--- src/rtl/writeback_arbiter_if.sv ---
// Writeback arbiter bus: ALU/LSU result handshakes, issue scoreboard port and
// register-file write port.
interface writeback_arbiter_if;
  logic        alu_valid;
  logic        alu_ready;
  logic [4:0]  alu_rd;
  logic [31:0] alu_data;
  logic        lsu_valid;
  logic        lsu_ready;
  logic [4:0]  lsu_rd;
  logic [31:0] lsu_data;
  logic        issue_valid;
  logic [4:0]  issue_rd;
  logic [31:0] busy;
  logic [4:0]  rd_addr;
  logic [31:0] rd_data;
  logic        rd_we;

  modport master (
    output alu_valid, alu_rd, alu_data,
    output lsu_valid, lsu_rd, lsu_data,
    output issue_valid, issue_rd,
    input  alu_ready, lsu_ready, busy, rd_addr, rd_data, rd_we
  );

  modport slave (
    input  alu_valid, alu_rd, alu_data,
    input  lsu_valid, lsu_rd, lsu_data,
    input  issue_valid, issue_rd,
    output alu_ready, lsu_ready, busy, rd_addr, rd_data, rd_we
  );
endinterface

--- src/rtl/writeback_arbiter.sv ---
// Arbitrates ALU results and queued LSU results onto one register-file write
// port, with starvation protection for the LSU queue and a pending-write scoreboard.
module writeback_arbiter #(
    parameter int LSU_DEPTH  = 2,
    parameter int STARVE_MAX = 4
) (
    input  logic clk,
    input  logic rst,
    writeback_arbiter_if.slave bus
);

    localparam int PW = (LSU_DEPTH > 1) ? $clog2(LSU_DEPTH) : 1;
    localparam int SW = (STARVE_MAX > 0) ? $clog2(STARVE_MAX + 1) : 1;
    localparam logic [PW:0]   DEPTH_C = (PW + 1)'(LSU_DEPTH);
    localparam logic [SW-1:0] SMAX_C  = SW'(STARVE_MAX);

    logic [4:0]    r_mem_rd   [LSU_DEPTH];
    logic [31:0]   r_mem_data [LSU_DEPTH];
    logic [PW-1:0] r_wptr;
    logic [PW-1:0] r_rptr;
    logic [PW:0]   r_count;
    logic [SW-1:0] r_starve;
    logic [31:0]   r_busy;
    logic [4:0]    r_rd_addr;
    logic [31:0]   r_rd_data;
    logic          r_rd_we;

    logic          w_fifo_nempty;
    logic          w_alu_ready;
    logic          w_lsu_ready;
    logic          w_sel_alu;
    logic          w_sel_lsu;
    logic          w_sel_any;
    logic          w_push;
    logic [4:0]    w_sel_rd;
    logic [31:0]   w_sel_data;
    logic [31:0]   w_busy_nxt;

    assign w_fifo_nempty = (r_count != '0);
    assign w_alu_ready   = !(w_fifo_nempty && (r_starve == SMAX_C));
    assign w_lsu_ready   = (r_count < DEPTH_C);
    assign w_sel_alu     = bus.alu_valid && w_alu_ready;
    assign w_sel_lsu     = !w_sel_alu && w_fifo_nempty;
    assign w_sel_any     = w_sel_alu || w_sel_lsu;
    assign w_push        = bus.lsu_valid && w_lsu_ready;
    assign w_sel_rd      = w_sel_alu ? bus.alu_rd   : r_mem_rd[r_rptr];
    assign w_sel_data    = w_sel_alu ? bus.alu_data : r_mem_data[r_rptr];

    assign bus.alu_ready = w_alu_ready;
    assign bus.lsu_ready = w_lsu_ready;
    assign bus.busy      = r_busy;
    assign bus.rd_addr   = r_rd_addr;
    assign bus.rd_data   = r_rd_data;
    assign bus.rd_we     = r_rd_we;

    // Clear for the retiring rd is applied first so a same-edge issue re-sets it.
    always_comb begin
        w_busy_nxt = r_busy;
        if (w_sel_any)
            w_busy_nxt[w_sel_rd] = 1'b0;
        if (bus.issue_valid && (bus.issue_rd != 5'd0))
            w_busy_nxt[bus.issue_rd] = 1'b1;
        w_busy_nxt[0] = 1'b0;
    end

    always_ff @(posedge clk) begin
        if (w_push) begin
            r_mem_rd[r_wptr]   <= bus.lsu_rd;
            r_mem_data[r_wptr] <= bus.lsu_data;
        end
    end

    always_ff @(posedge clk or posedge rst) begin
        if (rst) begin
            r_wptr  <= '0;
            r_rptr  <= '0;
            r_count <= '0;
        end else begin
            if (w_push)
                r_wptr <= r_wptr + 1'b1;
            if (w_sel_lsu)
                r_rptr <= r_rptr + 1'b1;
            case ({w_push, w_sel_lsu})
                2'b10:   r_count <= r_count + 1'b1;
                2'b01:   r_count <= r_count - 1'b1;
                default: r_count <= r_count;
            endcase
        end
    end

    always_ff @(posedge clk or posedge rst) begin
        if (rst)
            r_starve <= '0;
        else if (w_sel_lsu || !w_fifo_nempty)
            r_starve <= '0;
        else if (w_sel_alu && (r_starve != SMAX_C))
            r_starve <= r_starve + 1'b1;
    end

    always_ff @(posedge clk or posedge rst) begin
        if (rst) begin
            r_rd_we   <= 1'b0;
            r_rd_addr <= '0;
            r_rd_data <= '0;
            r_busy    <= '0;
        end else begin
            r_rd_we <= w_sel_any && (w_sel_rd != 5'd0);
            if (w_sel_any) begin
                r_rd_addr <= w_sel_rd;
                r_rd_data <= w_sel_data;
            end
            r_busy <= w_busy_nxt;
        end
    end

endmodule

--- src/flat_wrapper.sv ---
// flat-port wrapper written by rule: the top's interface ports become plain ports
module writeback_arbiter_flat 
#(
    parameter int LSU_DEPTH  = 2,
    parameter int STARVE_MAX = 4
)
  (clk, rst, bus_alu_valid, bus_alu_rd, bus_alu_data, bus_lsu_valid, bus_lsu_rd, bus_lsu_data, bus_issue_valid, bus_issue_rd, bus_alu_ready, bus_lsu_ready, bus_busy, bus_rd_addr, bus_rd_data, bus_rd_we);
  writeback_arbiter_if bus_i ();
  input  logic clk;
  input  logic rst;
  input wire logic [$bits(bus_i.alu_valid)-1:0] bus_alu_valid;
  input wire logic [$bits(bus_i.alu_rd)-1:0] bus_alu_rd;
  input wire logic [$bits(bus_i.alu_data)-1:0] bus_alu_data;
  input wire logic [$bits(bus_i.lsu_valid)-1:0] bus_lsu_valid;
  input wire logic [$bits(bus_i.lsu_rd)-1:0] bus_lsu_rd;
  input wire logic [$bits(bus_i.lsu_data)-1:0] bus_lsu_data;
  input wire logic [$bits(bus_i.issue_valid)-1:0] bus_issue_valid;
  input wire logic [$bits(bus_i.issue_rd)-1:0] bus_issue_rd;
  output wire logic [$bits(bus_i.alu_ready)-1:0] bus_alu_ready;
  output wire logic [$bits(bus_i.lsu_ready)-1:0] bus_lsu_ready;
  output wire logic [$bits(bus_i.busy)-1:0] bus_busy;
  output wire logic [$bits(bus_i.rd_addr)-1:0] bus_rd_addr;
  output wire logic [$bits(bus_i.rd_data)-1:0] bus_rd_data;
  output wire logic [$bits(bus_i.rd_we)-1:0] bus_rd_we;
  assign bus_i.alu_valid = bus_alu_valid;
  assign bus_i.alu_rd = bus_alu_rd;
  assign bus_i.alu_data = bus_alu_data;
  assign bus_i.lsu_valid = bus_lsu_valid;
  assign bus_i.lsu_rd = bus_lsu_rd;
  assign bus_i.lsu_data = bus_lsu_data;
  assign bus_i.issue_valid = bus_issue_valid;
  assign bus_i.issue_rd = bus_issue_rd;
  assign bus_alu_ready = bus_i.alu_ready;
  assign bus_lsu_ready = bus_i.lsu_ready;
  assign bus_busy = bus_i.busy;
  assign bus_rd_addr = bus_i.rd_addr;
  assign bus_rd_data = bus_i.rd_data;
  assign bus_rd_we = bus_i.rd_we;
  writeback_arbiter #(.LSU_DEPTH(LSU_DEPTH), .STARVE_MAX(STARVE_MAX)) u_core (.clk(clk), .rst(rst), .bus(bus_i));
endmodule
--- config.mk ---
export PLATFORM = sky130hd
export DESIGN_NAME = writeback_arbiter_flat
export DESIGN_NICKNAME = d
export VERILOG_FILES = /design/src/rtl/writeback_arbiter_if.sv /design/src/rtl/writeback_arbiter.sv /design/src/flat_wrapper.sv
export SDC_FILE = /design/constraint.sdc
export NUM_CORES = 1
export LEC_CHECK = 0
export CAP_MARGIN = 20
export CORE_MARGIN = 10
export CORE_UTILIZATION = 30
export DETAILED_ROUTE_END_ITERATION = 8
export GPL_ROUTABILITY_DRIVEN = 0
export GPL_TIMING_DRIVEN = 1
export PLACE_DENSITY = 0.66
export REMOVE_ABC_BUFFERS = 1
export SLEW_MARGIN = 20
export SYNTH_ARGS = -nofsm -noshare
export SYNTH_HDL_FRONTEND = slang
export SYNTH_SLANG_ARGS = --single-unit
--- constraint.sdc ---
create_clock -name clk -period 2.5 [get_ports clk]
set_input_delay 0.375 -clock clk [delete_from_list [all_inputs] [get_ports clk]]
set_output_delay 0.375 -clock clk [all_outputs]
set_load 0.01 [all_outputs]
Word level (Yosys, flattened, before mapping)
Memory sizes are Yosys's and may differ from the RTL's.
Cells that the tools add are included.

cells by class
  $add $sub $neg = 5
  multiply operators = 0
  divide/modulo/power cells = 0
  magnitude comparators = 5
  eq/ne operators = 4
  shifts and indexed selects = 0
  mux-type cells = 13
  bitwise gates (word level) = 3
  reductions and logical operators = 19

operators by type and width
  operator               count
  $mux W32               3
  $and A32 B32 Y32       1
  $not A32 Y32           1
  $or A32 B32 Y32        1
  $lt A5 B6 Y1 const B   2
  $demux W1 S5           2
  $ge A5 B1 Y1 const B   2
  $reduce_bool A5 Y1     2
  $logic_and A1 B1 Y1    9
  $mux W3                2
  $reduce_bool A2 Y1     3
  $mux W5                1
  $mux W1                4
  $pmux W2 S2            1
  $add A3 B1 Y3 const B  1
  $eq A3 B3 Y1 const B   1
  $logic_not A1 Y1       3
  $ne A3 B3 Y1 const B   1
  $add A1 B1 Y1 const B  2
  $add A2 B1 Y2 const B  1
  $eq A2 B1 Y1 const B   1
  $eq A2 B2 Y1 const B   1
  $logic_or A1 B1 Y1     2
  $lt A2 B2 Y1 const B   1
  $sub A2 B1 Y2 const B  1

word-level totals
  register bits = 76
  latch bits = 0
  memory bits (writable) = 74
  bits in read-only memories = 0
  bits of input ports = 84
  output and inout bits = 72
  word-level logic and storage cells = 59
  memories kept = 2

memories
  name               depth  width  rd ports  clocked after memory_dff  wr ports  RTL line                 source
  u_core.r_mem_data  2      32     1         0                         1         writeback_arbiter.sv:18  logic [31:0] r_mem_data [LSU_DEPTH];
  u_core.r_mem_rd    2      5      1         0                         1         writeback_arbiter.sv:17  logic [4:0] r_mem_rd [LSU_DEPTH];

Logic depth before layout (Yosys ltp)
  word-level depth = 14
  depth in mapped cells = 13

Worst setup path after synthesis
No wires, ideal clock.

  path type = register -> register
  from = register u_core.r_count[1]
  to = memory u_core.r_mem_data[0][0] (enable)
  data arrival time = 2.260 ns
  required time = 2.069 ns
  slack = -0.192 ns
  cell stages (with the launch flop) = 4
  buffers on the path = 0
  cells stage by stage = dfrtp_1 > inv_1 > nand2_1 > nor2_1

on the way
  word-level cells in the longest chain between the ends = 4

ends and longest elaborated chain
  element                        RTL line                 source
  start, declared                writeback_arbiter.sv:21  logic [PW:0] r_count;
  start signal, assigned         writeback_arbiter.sv:84  2'b10: r_count <= r_count + 1'b1;
  start signal, assigned         writeback_arbiter.sv:85  2'b01: r_count <= r_count - 1'b1;
  start signal, assigned         writeback_arbiter.sv:86  default: r_count <= r_count;
  $lt A2 B2 Y1                   writeback_arbiter.sv:41  assign w_lsu_ready = (r_count < DEPTH_C);
  via bus_lsu_ready              flat_wrapper.sv:20       output wire logic [$bits(bus_i.lsu_ready)-1:0] bus_lsu_ready;
  $logic_and A1 B1 Y1            writeback_arbiter.sv:45  assign w_push = bus.lsu_valid && w_lsu_ready;
  $mux W1                        writeback_arbiter.sv:67  if (w_push) begin
  $mux W1 (not written as such)  writeback_arbiter.sv:69  r_mem_data[r_wptr] <= bus.lsu_data;
  end, declared                  writeback_arbiter.sv:18

The timed path passes the listed nets, and every way through them passes these cells.

Final worst setup path
  from = register u_core.r_starve[0]
  to = register u_core.r_busy[2], in the netlist u_core.bus.busy[2]

on the way
  word-level cells in the longest chain between the ends = 14

ends and longest elaborated chain
  element                                                             RTL line                  source
  start, declared                                                     writeback_arbiter.sv:22   logic [SW-1:0] r_starve;
  start signal, assigned                                              writeback_arbiter.sv:97   r_starve <= r_starve + 1'b1;
  $eq A3 B3 Y1 (*)                                                    writeback_arbiter.sv:40   assign w_alu_ready = !(w_fifo_nempty && (r_starve == SMAX_C));
  $logic_and A1 B1 Y1 (*)                                             writeback_arbiter.sv:40
  $logic_not A1 Y1 (*)                                                writeback_arbiter.sv:40
  $logic_and A1 B1 Y1 (*)                                             writeback_arbiter.sv:42   assign w_sel_alu = bus.alu_valid && w_alu_ready;
  $mux W5                                                             writeback_arbiter.sv:46   assign w_sel_rd = w_sel_alu ? bus.alu_rd : r_mem_rd[r_rptr];
  $lt A5 B6 Y1 (not written as such) or $ge A5 B1 Y1 (tied branches)  writeback_arbiter.sv:60   w_busy_nxt[w_sel_rd] = 1'b0;
  $logic_and A1 B1 Y1 (not written as such)                           writeback_arbiter.sv:60
  $mux W1 (not written as such)                                       writeback_arbiter.sv:60
  $demux W1 S5                                                        -
  $not A32 Y32 (no line)                                              -
  $and A32 B32 Y32 (no line)                                          -
  $mux W32 (*)                                                        writeback_arbiter.sv:59   if (w_sel_any)
  $or A32 B32 Y32 (no line)                                           -
  $mux W32 (*)                                                        writeback_arbiter.sv:61   if (bus.issue_valid && (bus.issue_rd != 5'd0))
  via u_core.w_busy_nxt[2]                                            writeback_arbiter.sv:37   logic [31:0] w_busy_nxt;
  end signal, assigned                                                writeback_arbiter.sv:112  r_busy <= w_busy_nxt;
  end, declared                                                       writeback_arbiter.sv:23   logic [31:0] r_busy;

Mark *: on every way through the listed nets, which the timed path passes. The rest lies on a longest branch.
A chain may end at the register's enable or synchronous reset.

==> results.sh <==
export IMPL_crit_end="u_core.bus.busy[2]"
export IMPL_grt_pass1_wl_um=28800
export IMPL_cp_start_kind="flop"
export IMPL_synthAdderAreaFrac_pct=0.582
export IMPL_ant_nets=0
export IMPL_fin_crit_ns=2.04
export IMPL_ff2ff_path_depth=6
export IMPL_area_growth_synth_to_final_pct=39.3
export IMPL_avgSynthCellArea_um2=12.6
export IMPL_fmax_mhz=490
export IMPL_die_height_um=167
export IMPL_dr_wl_met3_um=1840
export IMPL_die_area_um2=27800
export IMPL_ir_drop_mv=0.572
export IMPL_routed_wl_met2_um=8030
export IMPL_arrival_ns=2.29
export IMPL_synthMuxAreaShare_pct=6.09
export IMPL_worstSetupPathType="reg2reg"
export IMPL_htreeDepth=4
export IMPL_r2r_end="u_core.bus.busy[2]"
export IMPL_finish_utilization_pct=42.6
export IMPL_synth_largest_area_cell="edfxtp_1"
export IMPL_syn_area_um2=6450
export IMPL_first_iter_violations=333
export IMPL_cp_data_required_time_ns=2.75
export IMPL_grt_pass1_vias=4952
export IMPL_synth_top_area_share_pct=34.5
export IMPL_cts_sinks=150
export IMPL_fp_row_count=53
export IMPL_antenna_found_initial=3
export IMPL_nets=758
export IMPL_end_kind="flop"
export IMPL_hold_path_class="in2async"
export IMPL_synthDistinctLibCells=47
export IMPL_multiInputGateArea_um2=2060
export IMPL_layout_setup_ws_ns=0.460
export IMPL_synth_simple_area_share_pct=10.6
export IMPL_wl_met1_um=8240
export IMPL_skew_ns=0.0214
export IMPL_yosys_warnings=0
export IMPL_r2r_start="u_core.r_starve[0]"
export IMPL_routed_top_layer="met5"
export IMPL_place_inst=927
export IMPL_die_x_um=167
export IMPL_period_share_pct=81.6
export IMPL_vias=4807
export IMPL_final_common_cell="clkdlybuf4s50_1"
export IMPL_coreArea_um2=21100
export IMPL_initial_core_util_pct=30.6
export IMPL_slew_headroom_pct=39.6
export IMPL_rsz0062_at_grt="false"
export IMPL_dr_pass1_iters=5
export IMPL_synth_top_family_by_area="compound AO/OA/AOI/OAI gates"
export IMPL_insertion_delay_ns=0.43
export IMPL_ys_top_cells_by_area="edfxtp_1 (34%), dfrtp_1 (29%), mux2i_1 (5.7%)"
export IMPL_total_power_mw=8.64
export IMPL_synth_edf_count=74
export IMPL_tritoncts="done"
export IMPL_cts_root_buf="clkbuf_16"
export IMPL_synth_seq_area_share_pct=64.0
export IMPL_power_density_nw_per_um2=963
export IMPL_finalSetupViolCount=0
export IMPL_fin_cells=960
export IMPL_fill_cells=1996
export IMPL_cp_cell_sequence="inv_1 > ha_1 > o211a_1 > o211ai_1 > a21oi_1 > o221ai_1"
export IMPL_register_area_um2=4130
export IMPL_cp_slowest_stage_delay_ns=0.74
export IMPL_grt_util_all_layers_pct=12.9
export IMPL_drc=0
export IMPL_clockBufferDepth=2
export IMPL_detailedPlace_worstSlack_ns=0.146
export IMPL_worstMarginPinSlew_ns=0.906
export IMPL_synth_compound_area_share_pct=13.6
export IMPL_overflow=0
export IMPL_synthArstFlopShare_pct=50.7
export IMPL_cts_reportedPaths_clkPinSlew_ns=0.07
export IMPL_stdcell_area_um2=8980
export IMPL_cts_buffers=17
export IMPL_outcome="complete, no violations"
export IMPL_post_route_cells_drive_above_1_share_pct=9.36
export IMPL_synth_xor_area_share_pct=0.815
export IMPL_dp_hpwl_um=13000
export IMPL_via_per_inst=5.01
export IMPL_io_pins=156
export IMPL_grt_start_max_net_pins=47
export IMPL_ys_ff_latch=150
export IMPL_dpl_cell_area_um2=8370
export IMPL_synthCells=512
export IMPL_numPortBuffers=154
export IMPL_leakagePower_nw=3.60
export IMPL_post_cts_setup_buffers=0
export IMPL_post_drt_wl_per_cell_um=19.1
export IMPL_crit_slowest_cell="a21oi_1"
export IMPL_most_common_layout_cells="clkdlybuf4s50_1 (153), dfrtp_1 (75), edfxtp_1 (74), mux2i_1 (37)"
export IMPL_dominantRegCellSynth="dfrtp_1"
export IMPL_drt_wl_total_um=18400
export IMPL_finalHoldViolations=0
export IMPL_r2r_slack_ns=0.46
export IMPL_drv_cap=0
export IMPL_slew_violations=0
export IMPL_critPathLaunch="u_core.r_starve[0]"
export IMPL_crit_fanout=8
-- worst max-delay path, delay by kind of cell, from the launching register on --
| kind | cells | cell delay, ns |
|---|---|---|
| AO/OA/AOI/OAI | 4 | 1.28 |
| flip-flops | 1 | 0.39 |
| adder cells (fa/ha/maj) | 1 | 0.13 |
| buffers and inverters | 1 | 0.06 |
-- per-layer routing --
metal  track usage, %  vias up
met5                0        -
met4             4.62        4
met3             5.58       22
met2             19.2      199
met1             16.4     2327
li1                 -     2255
-- flip-flops by register name, indices dropped and copies added (netlist names), 2 cells and up --
| signal | cells |
|---|---|
| u_core.r_mem_rd | 10 |
| u_core.r_mem_data | 64 |
| u_core.r_starve | 3 |
| u_core.r_count | 2 |
| u_core.bus.rd_addr | 5 |
| u_core.bus.busy | 31 |
| u_core.bus.rd_data | 32 |
-- through the flow --
stage,TNS [ns],hold slack [ns]
after floorplan,-74.78,0.443
after global placement,0,0.466
after detailed placement,0,0.467
after CTS,0,0.302
after global routing,0,0.330
final,0,0.300
-- cells in the mapped netlist (4+ instances only) --
library cell and n:
o21ai_0 36, nor3b_1 4, nor4bb_1 6, a21oi_1 7, mux2i_1 37, buf_2 12, nor4b_1 4, clkbuf_1 9
nand4_1 4, o21ai_1 5, a22oi_1 33, nor2_1 10, inv_1 37, nand4b_1 5, buf_1 4, edfxtp_1 74
o22ai_1 7, nand2_1 30, nand3_1 33, dfrtp_1 76, xnor2_1 6, o221ai_1 15, o211ai_1 20
-- worst min path at each step --
| stage | from | to | slack (ns) | cells after the start |
|---|---|---|---|---|
| final | rst | u_core.bus.rd_data[10] | 0.30 | 2 |
| after global placement | u_core.r_starve[0] | u_core.r_starve[0] | 0.47 | 1 |
| after floorplan | u_core.r_starve[0] | u_core.r_starve[0] | 0.44 | 1 |
| after CTS | rst | u_core.bus.rd_data[25] | 0.30 | 2 |
| after detailed placement | u_core.r_starve[0] | u_core.r_starve[0] | 0.47 | 1 |
| after global routing | rst | u_core.bus.rd_data[26] | 0.33 | 2 |
-- logic make-up (layout without fill, tap and decap cells) --
family                     count (synthesis)  count (layout)
xor gates and xnor gates                   6               6
AOI/OAI and AO/OA                        129             129
and+or+nand+nor                          118             118
muxes                                     39              39
adders and majority gates                  3               3
DFF                                      150             150
buffers and inverters                     66             238
other                                      1               2
-- final cells by class --
type                            count  area share (%)
Clock inverter                     14            1.99
Timing Repair Buffer              168            18.9
Multi-Input combinational cell    296            22.9
Sequential cell                   150            45.9
Inverter                           38            1.60
Tap cell                          275            3.83
Antenna cell                        1          0.0279
Clock buffer                       18            4.78
-- power breakdown --
part / switching, mW / internal (mW) / total [mW]
combinational: 1.28 / 1.20 / 2.49
clock: 1.13 / 1.52 / 2.66
sequential: 0.329 / 3.17 / 3.50
-- what timing repair did --
action                                  in CTS  in global routing
gates resized for setup                      0                  1
endpoints found under the setup margin       0                  1
hold buffers                                 0                  0
Note: power is estimated with default switching activity, not from simulation.
